[config.mk]
export PLATFORM = sky130hd
export DESIGN_NAME = pin_frame_sequencer
export DESIGN_NICKNAME = d
export VERILOG_FILES = /design/src/rtl/phys_pkg.sv /design/src/rtl/coll_timeout_counter.sv /design/src/rtl/pin_frame_sequencer.sv
export SDC_FILE = /design/constraint.sdc
export NUM_CORES = 1
export LEC_CHECK = 0
export ABC_AREA = 1
export CORE_UTILIZATION = 57
export CTS_CLUSTER_SIZE = 16
export DETAILED_ROUTE_END_ITERATION = 10
export DONT_BUFFER_PORTS = 1
export GPL_TIMING_DRIVEN = 0
export PLACE_DENSITY = 0.74
export SLEW_MARGIN = 25
export SYNTH_ARGS = -nofsm -noshare
export SYNTH_HDL_FRONTEND = slang
export SYNTH_SLANG_ARGS = --single-unit
[constraint.sdc]
create_clock -name clk_in -period 1.6 [get_ports clk_in]
set_clock_uncertainty 0.15 [all_clocks]
set_input_delay 0.24 -clock clk_in [delete_from_list [all_inputs] [get_ports clk_in]]
set_output_delay 0.24 -clock clk_in [all_outputs]
set_load 0.03 [all_outputs]
[src/rtl/phys_pkg.sv]
// Shared physics-pipeline definitions: lane geometry, pin count, the
// frame sequencer state encoding and a saturating counter helper.
package phys_pkg;

   localparam int unsigned NUM_PINS  = 10;
   localparam int unsigned PIN_IDX_W = 4;

   localparam logic [15:0] LANE_LENGTH = 16'd1800;
   localparam logic [15:0] COLLIDE_Y   = 16'd800;

   localparam logic [PIN_IDX_W-1:0] LAST_PIN = PIN_IDX_W'(NUM_PINS - 1);

   typedef enum logic [3:0] {
      S_IDLE,
      S_WAIT_TICK,
      S_BALL_STEP,
      S_BALL_CHECK,
      S_COLL_REQ,
      S_COLL_WAIT,
      S_PIN_UPDATE,
      S_SETTLE_WAIT,
      S_DONE
   } seq_state_e;

   function automatic logic [15:0] sat_inc16(input logic [15:0] v);
      return (v == 16'hFFFF) ? v : v + 16'd1;
   endfunction

endpackage

[src/rtl/coll_timeout_counter.sv]
// Cycle counter for bounded handshake waits: cleared while idle, counts while
// enabled and flags the cycle on which LIMIT enabled cycles have elapsed.
module coll_timeout_counter #(
   parameter int unsigned LIMIT = 15
) (
   input  logic clk_i,
   input  logic rst_i,
   input  logic clear_i,
   input  logic en_i,
   output logic expired_o
);

   localparam int unsigned CW   = (LIMIT > 1) ? $clog2(LIMIT + 1) : 1;
   localparam int unsigned LAST = (LIMIT > 0) ? LIMIT - 1 : 0;

   logic [CW-1:0] count_q;

   always_ff @(posedge clk_i) begin
      if (rst_i || clear_i) begin
         count_q <= '0;
      end else if (en_i && !expired_o) begin
         count_q <= count_q + CW'(1);
      end
   end

   assign expired_o = en_i && (count_q == CW'(LAST));

endmodule

[src/rtl/pin_frame_sequencer.sv]
// Per-frame scheduler for the bowling physics pipeline: steps the ball, scans
// every pin through the shared collision unit, strobes pin dynamics, then settles.
module pin_frame_sequencer
   import phys_pkg::*;
#(
   parameter int unsigned SETTLE_FRAMES = 30,
   parameter int unsigned COLL_TIMEOUT  = 15
) (
   input  logic        clk_in,
   input  logic        rst_in,
   input  logic        throw_start_in,
   input  logic        frame_tick_in,
   input  logic [15:0] ball_y_in,
   output logic        ball_step_out,
   output logic        coll_req_out,
   output logic [3:0]  coll_pin_idx_out,
   input  logic        coll_ready_in,
   input  logic        coll_valid_in,
   input  logic        coll_hit_in,
   output logic        pins_update_out,
   output logic [9:0]  pins_hit_out,
   output logic        busy_out,
   output logic        done_out,
   output logic        overrun_out,
   output logic [15:0] frame_count_out
);

   localparam int unsigned SETTLE_W = (SETTLE_FRAMES > 0) ? $clog2(SETTLE_FRAMES + 1) : 1;

   seq_state_e           state_q;
   logic [PIN_IDX_W-1:0] idx_q;
   logic [SETTLE_W-1:0]  settle_q;
   logic [NUM_PINS-1:0]  hit_q;
   logic [15:0]          frame_cnt_q;
   logic                 ball_step_q;
   logic                 coll_req_q;
   logic                 pins_update_q;
   logic                 done_q;
   logic                 overrun_q;
   logic                 in_wait;
   logic                 tick_dropped;
   logic                 tmo_expired;

   assign in_wait      = (state_q == S_COLL_WAIT);
   assign tick_dropped = frame_tick_in && (state_q inside {S_BALL_STEP, S_BALL_CHECK,
                                           S_COLL_REQ, S_COLL_WAIT, S_PIN_UPDATE});

   coll_timeout_counter #(.LIMIT(COLL_TIMEOUT)) u_coll_timeout (
      .clk_i     (clk_in),
      .rst_i     (rst_in),
      .clear_i   (!in_wait),
      .en_i      (in_wait),
      .expired_o (tmo_expired)
   );

   always_ff @(posedge clk_in) begin
      if (rst_in) begin
         state_q       <= S_IDLE;
         idx_q         <= '0;
         settle_q      <= '0;
         hit_q         <= '0;
         frame_cnt_q   <= '0;
         ball_step_q   <= 1'b0;
         coll_req_q    <= 1'b0;
         pins_update_q <= 1'b0;
         done_q        <= 1'b0;
         overrun_q     <= 1'b0;
      end else begin
         ball_step_q   <= 1'b0;
         pins_update_q <= 1'b0;
         done_q        <= 1'b0;
         if (tick_dropped) overrun_q <= 1'b1;

         unique case (state_q)
            S_IDLE: begin
               if (throw_start_in) begin
                  state_q     <= S_WAIT_TICK;
                  hit_q       <= '0;
                  frame_cnt_q <= '0;
                  overrun_q   <= 1'b0;
               end
            end
            S_WAIT_TICK: begin
               if (frame_tick_in) begin
                  state_q     <= S_BALL_STEP;
                  ball_step_q <= 1'b1;
                  frame_cnt_q <= sat_inc16(frame_cnt_q);
               end
            end
            S_BALL_STEP: state_q <= S_BALL_CHECK;
            S_BALL_CHECK: begin
               if (ball_y_in >= LANE_LENGTH) begin
                  settle_q <= SETTLE_W'(SETTLE_FRAMES);
                  if (SETTLE_FRAMES == 0) begin
                     state_q <= S_DONE;
                     done_q  <= 1'b1;
                  end else begin
                     state_q <= S_SETTLE_WAIT;
                  end
               end else if (ball_y_in >= COLLIDE_Y) begin
                  state_q    <= S_COLL_REQ;
                  idx_q      <= '0;
                  coll_req_q <= 1'b1;
               end else begin
                  state_q       <= S_PIN_UPDATE;
                  pins_update_q <= 1'b1;
               end
            end
            S_COLL_REQ: begin
               if (coll_ready_in) begin
                  state_q    <= S_COLL_WAIT;
                  coll_req_q <= 1'b0;
               end
            end
            S_COLL_WAIT: begin
               // valid wins over a simultaneous timeout, so a last-cycle result still counts
               if (coll_valid_in || tmo_expired) begin
                  if (coll_valid_in && coll_hit_in) hit_q[idx_q] <= 1'b1;
                  if (idx_q == LAST_PIN) begin
                     idx_q         <= '0;
                     state_q       <= S_PIN_UPDATE;
                     pins_update_q <= 1'b1;
                  end else begin
                     idx_q      <= idx_q + PIN_IDX_W'(1);
                     state_q    <= S_COLL_REQ;
                     coll_req_q <= 1'b1;
                  end
               end
            end
            S_PIN_UPDATE: state_q <= S_WAIT_TICK;
            S_SETTLE_WAIT: begin
               // a tick landing on the strobe cycle is not taken, keeping each strobe one cycle wide
               if (pins_update_q && (settle_q == '0)) begin
                  state_q <= S_DONE;
                  done_q  <= 1'b1;
               end else if (frame_tick_in && !pins_update_q) begin
                  pins_update_q <= 1'b1;
                  settle_q      <= settle_q - SETTLE_W'(1);
                  frame_cnt_q   <= sat_inc16(frame_cnt_q);
               end
            end
            S_DONE:  state_q <= S_IDLE;
            default: state_q <= S_IDLE;
         endcase
      end
   end

   assign ball_step_out    = ball_step_q;
   assign coll_req_out     = coll_req_q;
   assign coll_pin_idx_out = idx_q;
   assign pins_update_out  = pins_update_q;
   assign pins_hit_out     = hit_q;
   assign busy_out         = (state_q != S_IDLE);
   assign done_out         = done_q;
   assign overrun_out      = overrun_q;
   assign frame_count_out  = frame_cnt_q;

endmodule

---- Word level (Yosys, flattened, before mapping) ----
Cells that the tools add are included.
storage, ports and cells
  register bits after elaboration ......... 48
  input bits .............................. 23
  output and inout port bits .............. 36
  logic and storage cells ................. 121
cells by class
  $add $sub $neg .......................... 4
  order comparisons ....................... 4
  equal/unequal tests ..................... 22
  mux-type cells .......................... 48
  bitwise gates (word level) .............. 3
  reduce and logical (&&, ||, !) cells .... 29
operators by type and width
  operator                                                                                number
  16-bit 2-to-1 mux                                                                       5
  16-bit case mux with 3 select lines                                                     1
  4-bit 2-to-1 mux                                                                        9
  4-bit case mux with 8 select lines                                                      1
  10-bit 2-to-1 mux                                                                       3
  10-bit case mux with 2 select lines                                                     1
  1-bit 2-to-1 mux                                                                        17
  16-bit by 1-bit adder with 16-bit output (second input constant)                        1
  16-bit equality test (second input constant)                                            1
  4-bit by 3-bit equality test with 1-bit output (second input constant)                  4
  16-bit by 10-bit greater-or-equal comparator with 1-bit output (second input constant)  1
  16-bit by 11-bit greater-or-equal comparator with 1-bit output (second input constant)  1
  2-bit != test (second input constant)                                                   8
  5-bit 2-to-1 mux                                                                        3
  4-bit AND reduction                                                                     3
  10-bit OR                                                                               1
  5-bit case mux with 2 select lines                                                      1
  5-bit AND reduction                                                                     2
  4-bit by 1-bit adder with 4-bit output (second input constant)                          2
  4-bit by 2-bit equality test with 1-bit output (second input constant)                  2
  4-bit equality test (second input constant)                                             2
  2-bit by 1-bit != test with 1-bit output (second input constant)                        4
  4-bit case mux with 2 select lines                                                      1
  1-bit logical AND                                                                       7
  18 further kinds                                                                        29

---- Logic depth before layout (Yosys ltp) ----
Gate-level depths: netlist of the first run.
  depth after elaboration ................. 8
  depth in mapped cells ................... 11

---- By module ----
Synthesis of the first run repeated with hierarchy kept, for this count alone.
second synthesis, totals
  cells, all modules ...................... 422
  area total of the unflattened synthesis .. 2847.7 um2
by module, submodules not included
  module                times used  cells each  area an instance (um2)
  pin_frame_sequencer   1           390         2607.5
  coll_timeout_counter  1           32          240.2

---- Worst setup path before layout of the first run ----
No wires, ideal clock.
  path type ............................... reg2reg
  from .................................... reg frame_cnt_q[0] (netlist: frame_count_out[0])
  to ...................................... reg frame_cnt_q[5] (netlist: frame_count_out[5])
  data arrival time ....................... 1791 ps
  required time ........................... 1380 ps
  path slack .............................. -411 ps
  stages on the path, launching flop included .. 11
  path buffers ............................ 1
  period minus slack after synthesis ...... 2011 ps
  cell sequence ........................... dfxtp_1 ha_1 nand3_1 nor2_1 nand3b_1 nor2_4 nor2_4 inv_4 buf_6 nand2_1 a21oi_1
between the ends
  cells in the longest elaborated chain, start to end .. 5
  elaborated cells on any way between the ends .. 7
  those cells by class .................... add/sub: 1; eq/ne: 1; mux: 5
ends and longest elaborated chain
  element                                                                                  RTL line                    source
  start: declaration                                                                       pin_frame_sequencer.sv:34   logic [15:0] frame_cnt_q;
  start signal: assignment                                                                 pin_frame_sequencer.sv:87   frame_cnt_q <= sat_inc16(frame_cnt_q);
  start signal: assignment                                                                 pin_frame_sequencer.sv:139  frame_cnt_q <= sat_inc16(frame_cnt_q);
  16-bit by 1-bit adder with 16-bit output / 16-bit equality test (equally long branches)  phys_pkg.sv:26              return (v == 16'hFFFF) ? v : v + 16'd1;
  16-bit 2-to-1 mux *                                                                      phys_pkg.sv:26
  16-bit 2-to-1 mux                                                                        pin_frame_sequencer.sv:136  end else if (frame_tick_in && !pins_update_q) begin
  16-bit 2-to-1 mux                                                                        pin_frame_sequencer.sv:133  if (pins_update_q && (settle_q == '0)) begin
  16-bit case mux with 3 select lines *                                                    pin_frame_sequencer.sv:74   unique case (state_q)
Mark *: on every way between the ends. The rest lies on a longest branch, timed or not. The select of a mux whose other input is x is not followed.
A chain may end at the register's enable or synchronous reset.

---- Worst setup path in the final report of the first run ----
  from .................................... reg state_q[1]
  to ...................................... reg frame_cnt_q[5] (netlist: frame_count_out[5])
between the ends
  cells in the longest elaborated chain, start to end .. 3
  elaborated cells on any way between the ends .. 10
  those cells by class .................... eq/ne: 6; mux: 1; reduce/logical: 3
ends and longest elaborated chain
  element                                                                       RTL line                   source
  start: declaration                                                            pin_frame_sequencer.sv:30  seq_state_e state_q;
  start signal: assignment                                                      pin_frame_sequencer.sv:58  state_q <= S_IDLE;
  start signal: assignment                                                      pin_frame_sequencer.sv:77  state_q <= S_WAIT_TICK;
  start signal: assignment                                                      pin_frame_sequencer.sv:85  state_q <= S_BALL_STEP;
  4-bit by 3-bit equality test with 1-bit output, or another cell as far along  pin_frame_sequencer.sv:74
  2-bit != test (no source line) / 3-bit nonzero test (equally long branches)   n/a
  5-bit AND reduction (no source line)                                          n/a
Several ways; a longest one is shown, not always the timed one.

==> flow_summary.yaml, run 1 <==
clock_network:
  clk_latency_ps: 310
  htree_levels: 2
  cts_buffers: 5
  path_clk_slew_ps: 100
  cts_sinks: 48
  root_buffer: "clkbuf_8"
  cts_tree: "done"
  clock_path_buffers: 2
route:
  antenna_left: 0
  drtPass1Iterations: 4
  drtIter0Drc: 109
  remaining_drc_errors: 0
  dr.max_layer_used: "met4"
  wl_met3_um: 419
  vias_per_cell: 5.431
  wl_per_cell_um: 14.18
  routed_wl_um: 6851
  dr_wl_met2_um: 3373
  wl_met1_um: 2954
  num_vias: 2623
synth:
  synth_cell_types: 29
  synthMuxAreaShare_pct: 0
  netlist_instances: 401
  syn_area_sq_um: 2626
  ys_ff_latch: 48
  synth_fp_nets: 429
  yosys.area_share.simple_pct: 39.40
  synth_top_family_by_area: "simple AND/OR/NAND/NOR gates"
  ys_seq_area_share_pct: 36.59
  synth_xor_area_share_pct: 3.668
  syn_area_per_cell_sq_um: 6.549
  ys_warn_count: 0
  synth_compound_area_share_pct: 9.433
  synth_fa_ha_area_share_pct: 2.382
global_route:
  track_usage_pct: 28.29
  antenna_found_initial: 0
  grt.overflow.total: 0
  grt_pass1_wl_um: 11280
  grt_pass1_vias: 2582
  grt_max_degree: 18
sta:
  fmax_ghz: 0.5597
  fin_crit_ps: 1787
  slew_viol_final: 0
  rsz0062_at_grt: "yes"
  setup_viol: 29
  slew_headroom_pct: 59.67
  tightest_slew_ps: 604.9
  tns_ps: -2860
  hold_viol: 0
  post-route-period-util_pct: 111.7
  setup_slack_ps: -186.8
final_layout:
  final_cell_mix: "nand2_1 (87), nor2_1 (57), inv_1 (42), a21oi_1 (28), nand3_1 (22)"
  num_antenna_cells: 0
  mostFrequentLayoutCell: "nand2_1"
  areaGrowthSynthToFinish_pct: 25.35
  utilization_pct: 75.09
  layout-drive-gt1-share_pct: 29.00
  nets: 458
  stdcell_area_sq_um: 3292
  nFillCells: 353
run_status:
  violations: "setup timing"
  status: "finished, violations left"
setup_path:
  crit_type: "flip-flop to flip-flop"
  cp.required_ps: 1640
  cp_max_fo: 10
  startpoint_type: "flip-flop"
  crit_arrival_ps: 1820
  end_kind: "flip-flop"
floorplanning:
  core_sq_um: 4384
  start_util_pct: 59.90
  die_h_um: 69.88
  die_x_um: 69.88
  ios: 59
  die_area_sq_um: 4883
  row_count: 24
hold_path:
  hold_path_class: "primary input to flip-flop"
power_and_ir_drop:
  ir_drop_mv: 0.7204
  p_leak_nw: 1.316
  power.density_nw_per_um2: 1298
place:
  hpwl_um: 4454
  place_area_sq_um: 2760
  globalplace.congestion: 0.9007
  portBuffers: 0
job:
  cap_violations: 0
[area by class of cell]
| cell class | count | area (sq um) | area share [%] |
|---|---|---|---|
| Multi-Input combinational cell | 298 | 1683 | 51.12 |
| Sequential cell | 48 | 1030 | 31.28 |
| Timing Repair Buffer | 22 | 190.2 | 5.777 |
| Inverter | 49 | 186.4 | 5.663 |
| Clock buffer | 5 | 68.82 | 2.090 |
| Tap cell | 52 | 65.06 | 1.976 |
| Buffer | 6 | 45.04 | 1.368 |
| Clock inverter | 3 | 23.77 | 0.7222 |
[metrics by stage]
| step | worst slack [ps] | power (W) | hold WS, ps | instances |
|---|---|---|---|---|
| floorplan | -84.36 | 0.002628 | 234.7 | 401 |
| detailed placement | -318.4 | 0.002938 | 254.3 | 453 |
| finish | -186.8 | 0.004274 | 59.79 | 483 |
| CTS | -150.2 | 0.004090 | 45.74 | 474 |
| global placement | -299.1 | 0.002919 | 242.9 | 453 |
| global route | -307.3 | 0.004495 | 55.67 | 483 |
[synth_stat cells]
library cell	number	share of area, %
nand3_2	4	1.5
inv_1	46	6.6
or2_2	1	0.24
buf_6	2	0.86
nand3_1	27	5.1
and3_1	2	0.48
nor3b_1	1	0.29
o21ai_0	11	2.1
clkbuf_1	4	0.57
nor2_2	2	0.48
o211a_1	1	0.38
a31oi_1	2	0.48
nor4_1	1	0.24
nand3b_1	2	0.57
inv_2	2	0.29
nand4_1	6	1.4
nor3_1	11	2.1
xnor2_1	1	0.33
inv_4	1	0.24
a21oi_1	33	6.3
o21ai_1	1	0.19
nand2_2	2	0.48
nor2_4	3	1.3
nand2_4	2	0.86
nand2_1	99	14
dfxtp_1	48	37
ha_1	5	2.4
nor2_1	71	10
xor2_1	10	3.3
[kinds of logic (layout without fill, tap and decap cells)]
group,after synthesis,after routing
compound gates,48,48
xor+xnor,11,11
fa+ha+maj,5,5
buf+inv,55,85
flops,48,48
simple gates,234,234
[layer usage]
metal  track usage, %  vias up
met5                0        -
met4            10.67        0
met3            8.369       10
met2            47.65       77
met1            33.91     1204
li1                 -     1332
[worst paths after layout]
path | start | to | slack (ps) | depth (start not counted)
worst max-delay path | state_q[1] | frame_count_out[5] | -190 | 11
worst min-delay path | coll_valid_in | pins_update_out | 60 | 2
worst max register to register | state_q[1] | frame_count_out[5] | -190 | 11
worst min register to register | settle_q[4] | settle_q[4] | 350 | 2
[where the power goes]
group | leakage (nW) | total [W] | internal [W] | switching (W)
registers | 0.406 | 0.00150 | 0.00130 | 0.000207
logic | 0.860 | 0.00200 | 0.000767 | 0.00123
clock network | 0.0495 | 0.000773 | 0.000320 | 0.000453
total | 1.32 | 0.00427 | 0.00238 | 0.00189
[worst max-delay path: stages, from the launching register on]
cell and delay, ps:
dfxtp_4 390, nand2_2 120, inv_2 70, nand2_4 120
nand2_4 100, nand2_2 90, nor2_4 50, nor2_4 210
inv_4 70, buf_8 140, nand2_1 90, a21oi_2 60
[flip-flops by register name (all words and copies together) (netlist names)]
name                    cells
coll_pin_idx_out            4
u_coll_timeout.count_q      4
ball_step_out               1
state_q                     4
pins_update_out             1
overrun_out                 1
pins_hit_out               10
done_out                    1
frame_count_out            16
settle_q                    5
coll_req_out                1
[repair_timing]
action,CTS,global route
buffers inserted,10,9
pin swaps,12,21
cloned,1,0
endpoints found under the hold margin,2,0
resized for setup,56,35
hold buffers,2,0
endpoints found under the setup margin,43,42
(Power assumes the default switching activity.)
==> inputs of run 2 (changes only) <==
CELL_PAD_IN_SITES_DETAIL_PLACEMENT = 0   (was not set)
CELL_PAD_IN_SITES_GLOBAL_PLACEMENT = 1   (was not set)
CORE_UTILIZATION = 39   (was 57)
PLACE_DENSITY = 0.73   (was 0.74)
==> run 2 against run 1 <==
  * The run ends with DRC, setup timing left
  * Power up 2.2%
  * Core utilization down 24 points
  * Sequential cell count unchanged
  * Setup slack worse by 12 ps
  * Cell count up 3.1%
  * Clock power up 18%
  * Sequential share of layout area up 0.36 points
  * Non-clock buffer count down 10
  * Global-route usage down 8.6 points
  * First-iteration DRC count up 25%
==> flow_summary.yaml, run 2 (same netlist as run 1, synthesis figures left out) <==
run_status:
  status: "finished, violations left"
  violations: "DRC, setup timing"
global_route:
  grt_pass1_wl_um: 11180
  grt_max_degree: 17
  grt_pass1_vias: 2347
  track_usage_pct: 19.73
  antenna_found_initial: 0
  grt.overflow.total: 0
floorplanning:
  core_sq_um: 6422
  ios: 59
  row_count: 29
  die_h_um: 84.06
  die_x_um: 84.06
  start_util_pct: 40.89
  die_area_sq_um: 7066
sta:
  setup_viol: 31
  setup_slack_ps: -198.3
  fmax_ghz: 0.5561
  tightest_slew_ps: 593.0
  rsz0062_at_grt: "yes"
  post-route-period-util_pct: 112.4
  slew_headroom_pct: 60.47
  hold_viol: 0
  slew_viol_final: 0
  fin_crit_ps: 1798
clock_network:
  clock_path_buffers: 2
  clk_latency_ps: 300
  cts_tree: "done"
  cts_sinks: 48
  root_buffer: "clkbuf_8"
  path_clk_slew_ps: 100
  cts_buffers: 5
  htree_levels: 2
setup_path:
  cp_max_fo: 10
  end_kind: "flip-flop"
  crit_arrival_ps: 1830
  crit_type: "flip-flop to flip-flop"
  startpoint_type: "flip-flop"
  cp.required_ps: 1630
route:
  wl_per_cell_um: 13.67
  antenna_left: 0
  remaining_drc_errors: 10
  drtIter0Drc: 136
  num_vias: 2507
  vias_per_cell: 5.034
  routed_wl_um: 6807
  drtPass1Iterations: 8
final_layout:
  largest_register_ffs: 16
  layout-drive-gt1-share_pct: 25.89
  nFillCells: 688
  nets: 448
  utilization_pct: 50.61
  mostFrequentLayoutCell: "nand2_1"
  final_cell_mix: "nand2_1 (87), nor2_1 (60), inv_1 (44), a21oi_1 (28), nand3_1 (21)"
  areaGrowthSynthToFinish_pct: 23.77
  instances_no_fill: 498
  num_antenna_cells: 0
place:
  globalplace.congestion: 0.8047
  portBuffers: 0
  hpwl_um: 4998
  dp_cells: 478
  pre_cts_slack_ps: -401.8
job:
  cap_violations: 0
power_and_ir_drop:
  pwr-share-seq_pct: 34.1
  p_total_w: 0.004367
  p_comb_share_pct: 45.0
  p_leak_nw: 1.275
  power_frac_clock_pct: 20.9
  ir_drop_mv: 0.6180
  power.density_nw_per_um2: 1343
  p_switching_w: 0.001857
  intPower_w: 0.002510
  p_sw_share_pct: 42.53
hold_path:
  hold_path_class: "primary input to flip-flop"
[run 2: cell count changes in the layout (fill, tap and decap cells not counted), moves of 2 or more]
cell    before  now
buf_4       17    7
ha_1         2    4
nor2_4      10   12
nor2_2       9    4
inv_1       42   44
nor2_1      57   60
inv_2        6    4
buf_6        3    5
[run 2: what timing repair did]
| item | 4_1_cts | 5_1_grt |
|---|---|---|
| endpoints found under the hold margin | 2 | 0 |
| hold buffers | 1 | 0 |
| pin swaps | 5 | 14 |
| gates resized for setup | 56 | 30 |
| setup buffers | 4 | 6 |
| cloned | 0 | 1 |
| setup endpoints to repair | 45 | 41 |
[run 2: final timing paths]
kind	start	end	slack [ps]	cells past startpoint
setup / recovery	state_q[3]	frame_count_out[9]	-200	9
hold / removal	coll_valid_in	pins_update_out	40	2
setup reg to reg	state_q[3]	frame_count_out[9]	-200	9
hold reg to reg	settle_q[0]	settle_q[0]	310	1
[run 2: layout make-up]
| class | instances | area [sq um] | area share, % |
|---|---|---|---|
| plain buffers | 6 | 45.04 | 1.386 |
| clock buffers | 5 | 68.82 | 2.117 |
| clock inverters | 3 | 45.04 | 1.386 |
| inverters | 49 | 186.4 | 5.735 |
| multi-input cells | 298 | 1673 | 51.46 |
| flip-flops and latches | 48 | 1028 | 31.64 |
| well taps | 77 | 96.34 | 2.964 |
| repair buffers | 12 | 107.6 | 3.310 |
[run 2: metal layers]
metal	vias to the layer above	GRT usage, %	routed length [um]
met5	-	0	0
met4	0	5.172	64
met3	4	4.946	355
met2	50	33.83	3315
met1	1137	24.54	3070
li1	1316	-	-
[run 2: stage by stage]
stage                     TNS, ps  hold slack (ps)  area, sq um
final                       -3557            42.36         3251
after global routing        -7527            70.01         3251
after CTS                   -3304            23.44         3097
after detailed placement   -11620            256.8         2791
after global placement     -11550            248.6         2791
after floorplan             -1160            234.7         2695
[run 2: power by group through the flow]
stage               Clock, W  Sequential, W  Combinational (W)
global route        0.000981        0.00150            0.00214
floorplan                  0        0.00148            0.00115
global placement           0        0.00150            0.00148
CTS                 0.000954        0.00148            0.00168
detailed placement         0        0.00150            0.00148
finish              0.000913        0.00149            0.00197
[run 2: worst max-delay path, cell delays in order, from the launching register on]
cell     delay [ps]
dfxtp_4         380
nor2_4          220
nand2_4         160
nand3_2         100
nand3_2          80
nor2_4          260
inv_4            60
buf_8           140
nand2_1          70
a21oi_1          50
